[src/rtl/sram_access_sequencer.sv]
// Single-port SRAM access sequencer: precharge, wordline, write drive and
// sense-amp timing for one request at a time, with registered macro controls.
module sram_access_sequencer #(
    parameter int ADDR_WIDTH   = 8,
    parameter int DATA_WIDTH   = 16,
    parameter int PRE_CYCLES   = 1,
    parameter int WL_CYCLES    = 2,
    parameter int SENSE_CYCLES = 1
) (
    input  logic                  clk,
    input  logic                  rst,
    input  logic                  req_valid,
    output logic                  req_ready,
    input  logic                  req_we,
    input  logic [ADDR_WIDTH-1:0] req_addr,
    input  logic [DATA_WIDTH-1:0] req_wdata,
    output logic                  rsp_valid,
    output logic [DATA_WIDTH-1:0] rsp_rdata,
    output logic                  precharge_b,
    output logic                  wl_en,
    output logic [ADDR_WIDTH-1:0] addr_out,
    output logic [DATA_WIDTH-1:0] wdata_out,
    output logic                  write_en,
    output logic                  sense_en,
    input  logic [DATA_WIDTH-1:0] sense_data,
    output logic                  busy
);

    localparam int MAX_PW = (PRE_CYCLES > WL_CYCLES) ? PRE_CYCLES : WL_CYCLES;
    localparam int MAX_C  = (MAX_PW > SENSE_CYCLES) ? MAX_PW : SENSE_CYCLES;
    localparam int CNT_W  = $clog2(MAX_C) + 1;

    localparam logic [CNT_W-1:0] PRE_LAST   = CNT_W'(PRE_CYCLES - 1);
    localparam logic [CNT_W-1:0] WL_LAST    = CNT_W'(WL_CYCLES - 1);
    localparam logic [CNT_W-1:0] SENSE_LAST = CNT_W'(SENSE_CYCLES - 1);

    typedef enum logic [2:0] {
        S_IDLE,
        S_PRE,
        S_ACCESS,
        S_SENSE,
        S_CAPTURE,
        S_RECOVER
    } state_t;

    state_t           state;
    state_t           state_nx;
    logic [CNT_W-1:0] cnt;
    logic [CNT_W-1:0] cnt_nx;
    logic             we_q;
    logic             accept;
    logic             pre_b_nx;
    logic             wl_nx;
    logic             we_nx;
    logic             sense_nx;

    assign accept = req_valid & req_ready;

    always_comb begin
        state_nx = state;
        unique case (state)
            S_IDLE:    if (accept) state_nx = S_PRE;
            S_PRE:     if (cnt == PRE_LAST) state_nx = S_ACCESS;
            S_ACCESS: begin
                if (cnt == WL_LAST) state_nx = we_q ? S_RECOVER : S_SENSE;
            end
            S_SENSE:   if (cnt == SENSE_LAST) state_nx = S_CAPTURE;
            S_CAPTURE: state_nx = S_IDLE;
            S_RECOVER: state_nx = S_IDLE;
            default:   state_nx = S_IDLE;
        endcase
        // Counter restarts on every state entry and rests at zero in IDLE.
        if (state_nx != state || state == S_IDLE) begin
            cnt_nx = '0;
        end else begin
            cnt_nx = cnt + 1'b1;
        end
    end

    // Macro controls are decoded from the next state so they register cleanly.
    always_comb begin
        pre_b_nx = (state_nx == S_ACCESS) || (state_nx == S_SENSE);
        wl_nx    = pre_b_nx;
        we_nx    = (state_nx == S_ACCESS) && we_q;
        sense_nx = (state_nx != S_SENSE);
    end

    always_ff @(posedge clk or posedge rst) begin
        if (rst) begin
            state       <= S_IDLE;
            cnt         <= '0;
            we_q        <= 1'b0;
            addr_out    <= '0;
            wdata_out   <= '0;
            req_ready   <= 1'b1;
            busy        <= 1'b0;
            precharge_b <= 1'b0;
            wl_en       <= 1'b0;
            write_en    <= 1'b0;
            sense_en    <= 1'b1;
            rsp_valid   <= 1'b0;
            rsp_rdata   <= '0;
        end else begin
            state       <= state_nx;
            cnt         <= cnt_nx;
            if (accept) begin
                we_q      <= req_we;
                addr_out  <= req_addr;
                wdata_out <= req_wdata;
            end
            req_ready   <= (state_nx == S_IDLE);
            busy        <= (state_nx != S_IDLE);
            precharge_b <= pre_b_nx;
            wl_en       <= wl_nx;
            write_en    <= we_nx;
            sense_en    <= sense_nx;
            rsp_valid   <= (state_nx == S_CAPTURE);
            if (state_nx == S_CAPTURE) begin
                rsp_rdata <= sense_data;
            end
        end
    end

endmodule

[config.mk]
export PLATFORM = sky130hd
export DESIGN_NAME = sram_access_sequencer
export DESIGN_NICKNAME = d
export VERILOG_FILES = /design/src/rtl/sram_access_sequencer.sv
export SDC_FILE = /design/constraint.sdc
export NUM_CORES = 1
export LEC_CHECK = 0
export BUFFER_PORTS_ARGS = -buffer_cell sky130_fd_sc_hd__buf_2
export CAP_MARGIN = 30
export CORE_MARGIN = 4
export CORE_UTILIZATION = 45
export CTS_BUF_LIST = sky130_fd_sc_hd__clkbuf_16
export DETAILED_ROUTE_END_ITERATION = 8
export GPL_ROUTABILITY_DRIVEN = 0
export PLACE_DENSITY = 0.77
export RECOVER_POWER = 50
export SLEW_MARGIN = 20
export SYNTH_ARGS = -nofsm -noshare
export SYNTH_HDL_FRONTEND = slang
export SYNTH_SLANG_ARGS = --single-unit
[constraint.sdc]
create_clock -name clk -period 3.1 [get_ports clk]
set_input_delay 0.31 -clock clk [delete_from_list [all_inputs] [get_ports clk]]
set_output_delay 0.31 -clock clk [all_outputs]
set_load 0.1 [all_outputs]
Word level (Yosys, flattened, before mapping). Cells that the tools add are included.

Add/subtract/negate cells: 1. Eq/ne operators: 9. Muxes and demuxes: 7. Bitwise gates (word level): 1. Reduce and logical (&&, ||, !) cells: 7.

Operators with widths (number): 2-to-1 mux 3 bit (5); == test 3 x 2 -> 1 bit, second input constant (4); case mux 3 bit (4 select lines) (1); zero test 3 bit (2); == test 3 x 1 -> 1 bit, second input constant (1); == test 3 bit, second input constant (1); inequality test 3 x 2 -> 1 bit, second input constant (1); inequality test 3 bit (1); nonzero test 3 bit (1); adder 2 x 1 -> 2 bit, second input constant (1); == test 2 x 1 -> 1 bit, second input constant (1); zero test 2 bit (1); logical OR 1 bit (2); 2-to-1 mux 2 bit (1); AND 1 bit (1); logical AND 1 bit (1).

Bits in registers: 52. Input port bits: 44. Output and inout bits: 47. Logic and storage cells: 37.

Logic depth before layout (Yosys ltp). Gate-level depths: netlist of run 1.

Word-level depth: 6. Depth in mapped cells: 7. Mapped depth without buffers: 5.

Least setup slack after synthesis of run 1. OpenSTA, ideal clock, no wires.

Path type: register -> register. Start: reg req_ready. End: reg addr_out[0]. Setup time: 0.126 ns. Arrival: 1.651 ns. Data required time: 2.974 ns. Setup slack: 1.323 ns. Cell stages (with the launch flop): 4. Buffers on the path: 1. Clock period less this slack: 1.777 ns. Path through: dfstp_2 > nand2_1 > buf_2 > mux2_2.

Cells in the longest elaborated chain, start to end: 1.

RTL lines: start, declared (RTL line 13) `output logic req_ready,`; start signal, assigned (RTL line 111) `req_ready <= (state_nx == S_IDLE);`; AND 1 bit (RTL line 57) `assign accept = req_valid & req_ready;`; end signal, assigned (RTL line 108) `addr_out <= req_addr;`; end, declared (RTL line 21) `output logic [ADDR_WIDTH-1:0] addr_out,`.

Every way passes these cells. A chain may end at the register's enable or synchronous reset.

Worst setup path in the final report of run 1.
Start: reg cnt[0]. End: reg rsp_rdata[15].

Cells in the longest elaborated chain, start to end: 4. Elaborated cells between the ends (all ways): 7. Classes of those cells: eq/ne: 2; mux: 4; reduce/logical: 1.

RTL lines: start, declared (RTL line 48) `logic [CNT_W-1:0] cnt;`; start signal, assigned (RTL line 105) `cnt <= cnt_nx;`; == test 2 x 1 -> 1 bit / zero test 2 bit (equally long branches) (RTL line 65, 63, 67); 2-to-1 mux 3 bit, on equally long branches (RTL line 65, 63, 67); case mux 3 bit (4 select lines) (*) (RTL line 61) `unique case (state)`; == test 3 bit (*) (RTL line 118) `if (state_nx == S_CAPTURE) begin`; end signal, assigned (RTL line 119) `rsp_rdata <= sense_data;`; end, declared (RTL line 18) `output logic [DATA_WIDTH-1:0] rsp_rdata,`.

Mark *: on every way between the ends. The rest lies on a longest branch, timed or not.

==> flow_metrics.tcl, run 1 <==
set metrics [dict create \
    status "finished clean" \
    start_kind "flop" \
    fin_setup_tns_ps 0 \
    max-cap-violations 0 \
    synth_seq_cells 52 \
    yosysSeqAreaShare 0.639 \
    via_per_inst 4.87 \
    post-route-drc-count 0 \
    yosys.area_share.simple 0.0362 \
    post_cts_buffers 0 \
    routed_wl_um 4030 \
    die-width_um 75.3 \
    hold_path_end "wdata_out[15]" \
    io_pins 91 \
    grt_pass1_vias 1331 \
    cts_buffers 5 \
    die-area_mm2 0.00568 \
    die_y_um 75.3 \
    gr-usage-all-layers 0.137 \
    synth_cell_type_count 25 \
    setup_viol 0 \
    hpwl_um 3040 \
    critPathCaptureType "flop" \
    r2r_cells 5 \
    netlist_area_mm2 0.00204 \
    clkTransAtPathRegs_ps 60 \
    core_mm2 0.00438 \
    holdPathStages 2 \
    synth_top_family_by_area "multiplexers" \
    root_buffer "clkbuf_16" \
    initial_utilization 0.465 \
    hold_buffers 0 \
    criticalPathCategory "flop to flop" \
    crit_fanout 17 \
    ant_nets 0 \
    period_share 0.624 \
    final_cell_mix "buf_2 (68), dfrtp_1 (50), mux2_2 (32), clkbuf_1 (23), mux2_4 (9)" \
    r2r-start "cnt[0]" \
    layout_setup_ws_ps 1170 \
    wl_met3_um 310 \
    fillCellCount 355 \
    wl_per_cell_um 14.6 \
    grt-ovfl-total 0 \
    insertion_delay_ps 280 \
    antennaDiodeCount 0 \
    synthAdderAreaFrac 0.0123 \
    cts_sinks 52 \
    clockBufferDepth 2 \
    placed_area_mm2 0.00254 \
    synthMuxAreaShare 0.243 \
    stdcell_count 275 \
    netlist_instances 129 \
    crit_arrival_ps 2100 \
    placed_cells 267 \
    drtPass1Iterations 4 \
    max_freq_mhz 517 \
    synth-compound-area-share 0.0325 \
    hp-class "input pin to flop" \
    syn_nets 175 \
    rsz0062_at_grt "no" \
    synth_xor_area_frac 0 \
    worst_pin_slew_ps 1200 \
    first_iter_violations 30 \
    htree_levels 2 \
    via_count 1338 \
    hold_violations 0 \
    stdcell_area_mm2 0.00265 \
    avgSynthCellArea_um2 15.8 \
    required_ps 3260 \
    met1_length_um 1550 \
    grt_max_degree 34 \
    min_period_ps 1930 \
    grt_first_pass_wirelength_um 5950 \
    ys_warn_count 0 \
    drive_gt1_frac 0.552 \
    rows 24 \
    fin_skew_ps 2.54 \
    dp_slack_ps 1160 \
    antenna_found_initial 0 \
    area_delta_synth_final_pct 29.9 \
    slew_violations 0 \
    timing.slew.headroom 0.197 \
    port_buffers 90 \
    r2r_end "rsp_rdata[15]" \
    rrSetupSlack_ps 1170 \
    final_common_cell "buf_2" \
    ctsResizeCount 0 \
    top_layer "met4" \
    hp-start "req_wdata[15]" \
    met2WireLength_um 2120 \
    cts_tree "done" \
    fin_nets 268 \
]
## layout make-up
type	count	area, um2	area share
sequential	52	1300	0.492
multi-input combinational	65	661	0.249
timing repair buffer	92	434	0.164
clock buffer	5	125	0.0472
tap	52	65.1	0.0246
clock inverter	3	38.8	0.0146
inverter	6	22.5	0.00850
## cells in the mapped netlist, drive strengths merged
| cell | count | share of area |
|---|---|---|
| a211oi | 2 | 0.0074 |
| a21o | 1 | 0.0043 |
| a21oi | 3 | 0.0074 |
| a311oi | 2 | 0.0086 |
| and3b | 2 | 0.0092 |
| buf | 6 | 0.026 |
| dfrtp | 50 | 0.61 |
| dfstp | 2 | 0.026 |
| ha | 2 | 0.012 |
| inv | 6 | 0.011 |
| mux2 | 41 | 0.24 |
| nand2 | 3 | 0.0067 |
| nand2b | 1 | 0.0031 |
| nand3 | 1 | 0.0025 |
| nor2 | 2 | 0.0037 |
| o21ai | 2 | 0.0049 |
| or2 | 1 | 0.0031 |
| or2b | 1 | 0.0037 |
| or3b | 1 | 0.0043 |
## state kept, by name, indices dropped and copies added, names as in the netlist
signal	cells
state	3
rsp_rdata	16
wdata_out	16
we_q	1
addr_out	8
write_en	1
wl_en	1
rsp_valid	1
cnt	2
sense_en	1
busy	1
req_ready	1
## kinds of logic (layout without fill, tap and decap cells)
family / count (synthesis) / after routing
AO/OA/AOI/OAI: 10 / 10
flip-flops: 52 / 52
AND/OR/NAND/NOR: 12 / 12
buffers and inverters: 12 / 106
adder cells (fa/ha/maj): 2 / 2
multiplexers: 41 / 41
## per-layer routing
metal	vias up	global-route usage
met4	0	0.0563
met2	51	0.242
li1	629	-
met3	4	0.0317
met5	-	0
met1	654	0.162
## critical path, cell delays in order (launching register included)
cell	delay, ps
dfrtp_1	370
inv_1	60
ha_1	230
nand2_2	90
or2_1	670
mux2_2	410
## through the flow
stage	util	hold slack, ps
3_3_place_gp	0.572	453
3_5_place_dp	0.579	462
5_1_grt	0.604	254
2_1_floorplan	-	440
6_report	0.604	257
4_1_cts	0.616	176
## worst max path at each step
stage                         start            end  depth (start not counted)
after floorplan           req_ready    addr_out[0]                          3
after global placement       cnt[0]   rsp_rdata[2]                          5
after detailed placement     cnt[0]   rsp_rdata[1]                          5
after CTS                    cnt[0]   rsp_rdata[2]                          5
after global routing            rst   rsp_rdata[3]                          3
final                        cnt[0]  rsp_rdata[15]                          5
Power of run 1 is left out: the tool's default activity adds up to more than one toggle a clock period on the data nets, which glitch-free logic cannot reach.
==> run 2, diff against run 1 <==
Clock period 3.1 ns to 1.78 ns, I/O delays scaled along.
==> flow_metrics.tcl, run 2 (synthesis gave the netlist of run 1 again) <==
set metrics [dict create \
    rsz0062_at_grt "no" \
    cts_sinks 52 \
    final_common_cell "buf_2" \
    hpwl_um 3030 \
    multi_input_area_um2 661 \
    fin_nets 270 \
    grt_max_degree 53 \
    post-route-drc-count 0 \
    grt_pass1_vias 1304 \
    rows 24 \
    gr-usage-all-layers 0.142 \
    holdPathStages 2 \
    setup_viol 0 \
    antennaDiodeCount 0 \
    core_mm2 0.00438 \
    required_ps 1940 \
    crit_arrival_ps 1790 \
    start_kind "flop" \
    r2r_cells 6 \
    first_iter_violations 58 \
    crit_fanout 17 \
    hp-start "req_addr[6]" \
    rrSetupSlack_ps 160 \
    drtPass1Iterations 4 \
    clockBufferDepth 2 \
    grt_first_pass_wirelength_um 6040 \
    fin_skew_ps 7.33 \
    status "finished clean" \
    hp-class "input pin to flop" \
    io_pins 91 \
    ant_nets 0 \
    stdcell_count 277 \
    port_buffers 90 \
    max-cap-violations 0 \
    ctsResizeCount 0 \
    r2r-start "cnt[0]" \
    fillCellCount 358 \
    seq_area_mm2 0.00130 \
    root_buffer "clkbuf_16" \
    dp_slack_ps 177 \
    max_freq_mhz 617 \
    clkTransAtPathRegs_ps 70 \
    worst_pin_slew_ps 677 \
    criticalPathCategory "flop to flop" \
    timing.slew.headroom 0.549 \
    cts_tree "done" \
    hold_path_end "addr_out[6]" \
    routed_wl_um 4070 \
    insertion_delay_ps 290 \
    via_per_inst 4.82 \
    placed_cells 268 \
    die_y_um 75.3 \
    grt-ovfl-total 0 \
    placed_area_mm2 0.00255 \
    drive_gt1_frac 0.653 \
    die-width_um 75.3 \
    cts_buffers 5 \
    htree_levels 2 \
    via_count 1336 \
    min_period_ps 1620 \
    initial_utilization 0.465 \
    die-area_mm2 0.00568 \
    final_cell_mix "buf_2 (68), dfrtp_1 (50), mux2_2 (32), clkbuf_2 (22), mux2_4 (9)" \
    period_share 0.911 \
    reg_top3 "rsp_rdata: 16 flops, wdata_out: 16 flops, addr_out: 8 flops" \
    hold_violations 0 \
    slew_violations 0 \
    r2r_end "rsp_rdata[9]" \
    stdcell_area_mm2 0.00269 \
    layout_setup_ws_ps 158 \
    antenna_found_initial 0 \
    fin_setup_tns_ps 0 \
    wl_per_cell_um 14.7 \
    area_delta_synth_final_pct 31.8 \
    critPathCaptureType "flop" \
]
## run 2: final cells by class
class,instances,area share
well taps,52,0.0242
clock buffers,5,0.0465
repair buffers,94,0.184
inverters,6,0.00838
flip-flops and latches,52,0.485
clock inverters,3,0.00605
multi-input cells,65,0.246
## run 2: layer usage
layer	vias to the layer above	global-route usage	routed length [um]
met5	-	0	0
met4	0	0.0680	90
met3	9	0.0356	290
met2	49	0.229	2050
met1	643	0.179	1640
li1	635	-	-
## run 2: worst max-delay path by stage
stage                         start            to  slack (ps)  cells past startpoint
after floorplan           req_ready   addr_out[0]           3                      3
after global placement       cnt[0]  rsp_rdata[5]         220                      6
after global routing         cnt[1]  rsp_rdata[9]          80                      6
final                        cnt[0]  rsp_rdata[9]         160                      6
after detailed placement     cnt[0]  rsp_rdata[9]         180                      6
after CTS                    cnt[0]  rsp_rdata[9]         160                      6
## run 2: repair_timing
item | in CTS | in global routing
hold buffers | 1 | 0
setup buffers | 0 | 0
hold endpoints to repair | 50 | 0
## run 2: stage by stage
step	hold WS [ps]	utilization
final	117	0.613
after CTS	115	0.616
after global placement	242	0.582
after floorplan	327	-
after detailed placement	244	0.582
after global routing	121	0.613
## run 2: worst max-delay path, cell delays in order, from the launching register on
cell and delay (ps):
dfrtp_1 400, inv_1 60, ha_1 190, nand2_2 80, or2_1 230, buf_4 220
mux2_4 330
Power of run 2 is left out for the same reason.
